## config.mk

```make
export PLATFORM = sky130hd
export DESIGN_NAME = pc_fetch_unit
export DESIGN_NICKNAME = d
export VERILOG_FILES = /design/src/rtl/pc_fetch_unit.sv
export SDC_FILE = /design/constraint.sdc
export NUM_CORES = 1
export LEC_CHECK = 0
export BUFFER_PORTS_ARGS = -buffer_cell sky130_fd_sc_hd__buf_2
export CAP_MARGIN = 20
export CORE_MARGIN = 1
export CORE_UTILIZATION = 40
export DETAILED_ROUTE_END_ITERATION = 8
export PLACE_DENSITY = 0.69
export SYNTH_ARGS = -nofsm -noshare
export SYNTH_HDL_FRONTEND = slang
export SYNTH_SLANG_ARGS = --single-unit
```

## constraint.sdc

```tcl
create_clock -name clk -period 4.9 [get_ports clk]
set_clock_uncertainty 0.1 [all_clocks]
set_input_delay 0 -clock clk [delete_from_list [all_inputs] [get_ports clk]]
set_output_delay 0 -clock clk [all_outputs]
set_load 0.01 [all_outputs]
```

## src/rtl/pc_fetch_unit.sv

```systemverilog
// pc_fetch_unit: program counter and instruction-fetch stage of the unpipelined core.
// It holds the PC and fetches one word over a req/ack handshake. The word is held
// for decode/execute. On instr_done the next PC is selected with this priority:
// register target, then jump target, then branch target, then PC+4.
// Optional macro PC_ALIGN_CHECK_EN: a misaligned target redirects to EXC_VECTOR
// and pulses misalign_err. Without it, target bits [1:0] are cleared before loading.
module pc_fetch_unit #(
   parameter logic [31:0] RESET_VECTOR = 32'h0000_0000,
   parameter logic [31:0] EXC_VECTOR   = 32'h0000_0080
) (
   input  logic        clk,
   input  logic        rst,
   output logic        imem_req,
   output logic [31:0] imem_addr,
   input  logic        imem_ack,
   input  logic [31:0] imem_rdata,
   output logic [31:0] instr,
   output logic        instr_valid,
   input  logic        instr_done,
   input  logic        branch_taken,
   input  logic [31:0] branch_offset,
   input  logic        jump,
   input  logic [25:0] jump_index,
   input  logic        jump_reg,
   input  logic [31:0] jump_reg_addr,
   output logic [31:0] pc,
   output logic [31:0] pc_plus4,
   output logic [31:0] retired_count,
   output logic        misalign_err
);

   localparam logic [0:0] ST_FETCH = 1'b0;
   localparam logic [0:0] ST_EXEC  = 1'b1;

   logic [0:0]  state_q, state_d;
   logic [31:0] pc_q, pc_d;
   logic [31:0] instr_q, instr_d;
   logic        instr_valid_q, instr_valid_d;
   logic [31:0] retired_q, retired_d;
   logic        misalign_q, misalign_d;
   logic [31:0] next_pc;

`ifndef PC_ALIGN_CHECK_EN
   // The exception vector is only meaningful when alignment checking is built in.
   logic unused_exc_vector;
   assign unused_exc_vector = ^EXC_VECTOR;
`endif

   assign pc_plus4 = pc_q + 32'd4;

   // Next-PC candidate selection; the highest-priority source wins silently.
   always_comb begin
      next_pc = pc_plus4;
      if (jump_reg) begin
         next_pc = jump_reg_addr;
      end else if (jump) begin
         next_pc = {pc_plus4[31:28], jump_index, 2'b00};
      end else if (branch_taken) begin
         next_pc = pc_plus4 + branch_offset;
      end
   end

   // Fetch/execute sequencing and the next-state values of every register.
   always_comb begin
      state_d       = state_q;
      pc_d          = pc_q;
      instr_d       = instr_q;
      instr_valid_d = instr_valid_q;
      retired_d     = retired_q;
      misalign_d    = 1'b0;
      if (state_q == ST_FETCH) begin
         if (imem_ack) begin
            instr_d       = imem_rdata;
            instr_valid_d = 1'b1;
            state_d       = ST_EXEC;
         end
      end else begin
         if (instr_done) begin
            instr_valid_d = 1'b0;
            retired_d     = retired_q + 32'd1;
            state_d       = ST_FETCH;
`ifdef PC_ALIGN_CHECK_EN
            if (next_pc[1:0] != 2'b00) begin
               pc_d       = EXC_VECTOR;
               misalign_d = 1'b1;
            end else begin
               pc_d = next_pc;
            end
`else
            pc_d = next_pc & ~32'h0000_0003;
`endif
         end
      end
   end

   // State registers; reset has priority and abandons any outstanding fetch.
   always_ff @(posedge clk) begin
      if (rst) begin
         state_q       <= ST_FETCH;
         pc_q          <= RESET_VECTOR;
         instr_q       <= 32'd0;
         instr_valid_q <= 1'b0;
         retired_q     <= 32'd0;
         misalign_q    <= 1'b0;
      end else begin
         state_q       <= state_d;
         pc_q          <= pc_d;
         instr_q       <= instr_d;
         instr_valid_q <= instr_valid_d;
         retired_q     <= retired_d;
         misalign_q    <= misalign_d;
      end
   end

   assign imem_req      = (state_q == ST_FETCH);
   assign imem_addr     = pc_q;
   assign pc            = pc_q;
   assign instr         = instr_q;
   assign instr_valid   = instr_valid_q;
   assign retired_count = retired_q;
   assign misalign_err  = misalign_q;

endmodule

```

# Word level (Yosys, flattened, before mapping)
# Cells that the tools add are included.
op_classes:
  eq_ne: 1
  n_bitwise: 1
  div: 0
  muxes: 9
  n_shift: 0
  n_reduce_logical: 4
  addsub: 3
  mul: 0
  order_cmp: 0
ops:
  columns: ["operator", "n"]
  rows:
  - ["$mux 32", 3]
  - ["$add 32x1->32 const B", 1]
  - ["$add 32x3->32 const B", 1]
  - ["$add 32x32->32", 1]
  - ["$mux 1", 6]
  - ["$reduce_and 2->1", 3]
  - ["$ne 2x2->1 const B", 1]
  - ["$reduce_bool 2->1", 1]
  - ["$not 1->1", 1]
totals:
  input_bits: 129
  out_inout_bits: 163
  reg_bits: 96
  latchBits: 0
  word_cells: 23
  mem_bits_rw: 0
  rom_bits: 0
  n_memories: 0

# Depth between registers and ports, before layout
depth:
  word_depth: 5
  ltp_mapped: 16
  mapped_depth_nobuf: 16

# Worst setup path after synthesis
# OpenSTA, ideal clock, no wires.
synth_path:
  path_kind: "flip-flop to flip-flop"
  start: "register pc_q[2], in the netlist imem_addr[2]"
  end: "register pc_q[31], in the netlist imem_addr[31]"
  period_less_slack_ns: 3.809
  setup_slack_ns: 1.091
  setup_ns: 0.116
  path_buffers: 1
  required_time_ns: 4.684
  path_stages_with_launch: 16
  t_arrival_ns: 3.593
  cell_sequence: "dfxtp_1 ha_1 and4_1 nand4_1 nor2_1 xor2_1 ha_1 clkbuf_1 and4_1 a221oi_1 nor3b_1 o31ai_1 a31oi_1 xor2_1 a21o_1 a31o_1"
synth_via:
  elab_chain_cells: 5
synth_rtl:
  columns: ["element", "line", "source"]
  rows:
  - ["start: declaration", "36", "logic [31:0] pc_q, pc_d;"]
  - ["start signal: assignment", "107", "pc_q <= pc_d;"]
  - ["$add 32x3->32", "49", "assign pc_plus4 = pc_q + 32'd4;"]
  - ["net pc_plus4[18]", "27", "output logic [31:0] pc_plus4,"]
  - ["$add 32x32->32", "59", "next_pc = pc_plus4 + branch_offset;"]
  - ["$mux 32", "58", "end else if (branch_taken) begin"]
  - ["$mux 32", "56", "end else if (jump) begin"]
  - ["$mux 32", "54", "if (jump_reg) begin"]
# The timed path passes the listed nets, and every way through them passes these cells.
# A chain may end at the register's enable or synchronous reset.

# Worst setup path after layout
layout_path:
  start: "register pc_q[3], in the netlist imem_addr[3]"
  end: "register pc_q[31], in the netlist imem_addr[31]"
layout_via:
  elab_chain_cells: 5
layout_rtl:
  columns: ["element", "line"]
  rows:
  - ["$add 32x3->32 *", "49"]
  - ["$add 32x32->32", "59"]
  - ["$mux 32", "58"]
  - ["$mux 32 *", "56"]
  - ["$mux 32 *", "54"]
# Every way passes the cells marked *; elsewhere a longest branch is shown, timed or not.

==> reports/metrics.csv <==
metric;value;unit
Worst EP required;5.05;ns
Antenna Nets Post-Route;0;
CP delay by family, top;compound AO/OA/AOI/OAI gates;
gr usage total;25.79;%
first-pass GRT wire length;35750;µm
final hold vios;0;
CP Data Arrival Time;4.78;ns
Worst setup EP type;flop;
Cells after Synth;879;
Final #Nets;1350;
cell area power density;225.8;nW/µm²
setup TNS;0;ns
CTS buffer count;9;
Synth Warn #;0;
Sink Count;96;
pin count of the biggest net entering global routing;64;
IO Port Bufs;280;
Vias;7441;
Hold WC Path Type;in -> reg;
Least-Margin Pin Slew;0.9262;ns
buffers and inverters on the worst path;2;
RSZ-0062 raised after global routing;false;
Final Cycle Share;94.41;%
number of global-route vias before repair;6952;
Filler cells;1585;
most frequent cells in the layout;buf_2, nand2_1, dfxtp_1;
Reg clk slew, reported paths;0.08;ns
achievable frequency;0.2162;GHz
Final Setup Violations;0;
FP Rows;47;
Root Driver;clkbuf_16;
antenna violations before repair;0;
drt pass-1 iters;5;
slowest cell delay on critical path;0.54;ns
fraction of registers with async set/reset;0;%
antenna cells;0;
status;finished clean;
non-filler cells in the finished layout;1408;
Synth Cell Area;6731;µm²
WL/cell;16.27;µm
Top FF cell, synth;dfxtp_1;
Syn-to-layout area delta;36.49;%
Fin Hold WS;0.01029;ns
Placer Congestion;0.9184;
Final Critical Period;4.626;ns
Initial Utilization;40.74;%
post-synthesis sequential area ratio;28.55;%
H-tree depth;3;
share of cells above drive strength 1;27.10;%
max-slew violations;0;
1st-iter DRT viols;396;
Yosys reg bits;96;
most common cell after layout, fill and taps aside;buf_2;
Post-synth EDFFs;0;
hpwl dp;15870;µm
P_leak;0.004472;µW
die area;17350;µm²
Ports;292;
CTS Buffer Depth;2;
post-synth cell types;61;
Critical Path, Cell by Cell;ha_1 -> and4_1 -> nand4_1 -> buf_4 -> nand2b_1 -> xnor2_1 -> ha_1 -> and4_1 -> a221oi_2 -> nor3b_1 -> o31ai_2 -> a31oi_1 -> xor2_1 -> a21o_1 -> a31o_1 -> dlygate4sd3_1;
worst setup path class;reg -> reg;
total grt overflow;0;
Vias/cell;5.285;
Core Area;16520;µm²
drc violations;0;
Die X;131.7;µm
synthesized area per cell;7.658;µm²
detailed-route wire length;22910;µm
CTS tree;yes;
placed insts;1307;
CP max stage cell;dlygate4sd3_1;
clock latency at the later pin of the worst-skew pair;0.35;ns
Max Cap Viol;0;
crit-path max FO;6;
maximum vdd drop;0.1721;mV
Slew headroom;37.92;%
die height;131.7;µm
Critical Path Start Type;flop;
## metrics by stage
| stage | util [%] | setup WS [ns] | cell area [µm²] | power [µW] |
|---|---|---|---|---|
| floorplan | - | 1.091 | 6754 | 1166 |
| global placement | 48.58 | 0.7058 | 8028 | 1316 |
| detailed placement | 48.58 | 0.6195 | 8028 | 1323 |
| CTS | 55.35 | 0.04491 | 9146 | 2088 |
| global route | 55.60 | 0.01213 | 9188 | 2172 |
| finish | 55.60 | 0.2742 | 9188 | 2074 |
## timing repair
action / CTS / global route
hold endpoints to repair: 93 / 0
setup buffers: 0 / 1
endpoints found under the setup margin: 0 / 2
resized for setup: 0 / 3
hold buffers: 83 / 0
## worst paths after layout
| path | end | depth (start not counted) | slack [ns] | start |
|---|---|---|---|---|
| worst max register to register | imem_addr[31] | 16 | 0.27 | imem_addr[3] |
| worst min-delay path | imem_addr[26] | 5 | 0.01 | jump_index[24] |
| worst max-delay path | imem_addr[31] | 16 | 0.27 | imem_addr[3] |
| worst min register to register | instr[1] | 2 | 0.35 | instr[1] |
## where the power goes
| group | switching [µW] | internal [µW] |
|---|---|---|
| Combinational | 288 | 238 |
| Clock | 353 | 356 |
| Sequential | 31.0 | 809 |
## sequential cells by signal, summed over array words and instances (netlist names)
signal / cells
instr: 32
state_q: 1
instr_valid: 1
retired_count: 32
imem_addr: 30
## layout make-up
type / instances / area, µm² / area share [%]
inverter: 15 / 56.30 / 0.6128
timing repair buffer: 370 / 2295 / 24.98
clock buffer: 9 / 225.2 / 2.451
sequential: 96 / 1922 / 20.92
multi-input combinational: 691 / 4352 / 47.36
tap: 220 / 275.3 / 2.996
clock inverter: 7 / 62.56 / 0.6809
## routing by layer
metal  wire [µm]  track usage, %  vias up
met3        1342           3.395       41
met4         578           9.109        0
li1            -               -     3686
met5           0               0        -
met1        9930           32.40     3418
met2       11060           45.03      296
## cell usage after synthesis (17+ instances only)
| library cell | number | share of area (%) |
|---|---|---|
| and3_1 | 21 | 2.0 |
| a21oi_1 | 84 | 6.2 |
| clkbuf_1 | 41 | 2.3 |
| nand3_1 | 30 | 2.2 |
| nand2_1 | 129 | 7.2 |
| dfxtp_1 | 96 | 29 |
| ha_1 | 37 | 6.9 |
| xor2_1 | 44 | 5.7 |
| nor3_1 | 17 | 1.3 |
| xnor2_1 | 34 | 4.4 |
| buf_4 | 37 | 4.1 |
| o21ai_0 | 22 | 1.6 |
| nor2_1 | 86 | 4.8 |
## cell families (layout without fill, tap and decap cells)
family / Yosys count / after routing / share of synthesized area [%]
and+or+nand+nor: 343 / 343 / 23.61
AOI/OAI and AO/OA: 218 / 218 / 21.88
buffers and inverters: 98 / 401 / 7.546
DFF: 96 / 96 / 28.55
xor gates and xnor gates: 78 / 78 / 10.15
adders and majority gates: 38 / 38 / 7.175
muxes: 7 / 7 / 1.041
other: 1 / 7 / 0.05571
## worst register-to-register path, stage by stage, from the launching register on
cell,delay [ns]
dfxtp_1,0.43
ha_1,0.25
and4_1,0.35
nand4_1,0.12
buf_4,0.18
nand2b_1,0.15
xnor2_1,0.24
ha_1,0.38
and4_1,0.29
a221oi_2,0.33
nor3b_1,0.13
o31ai_2,0.31
a31oi_1,0.15
xor2_1,0.18
a21o_1,0.19
a31o_1,0.20
dlygate4sd3_1,0.54
(Power assumes the default switching activity.)
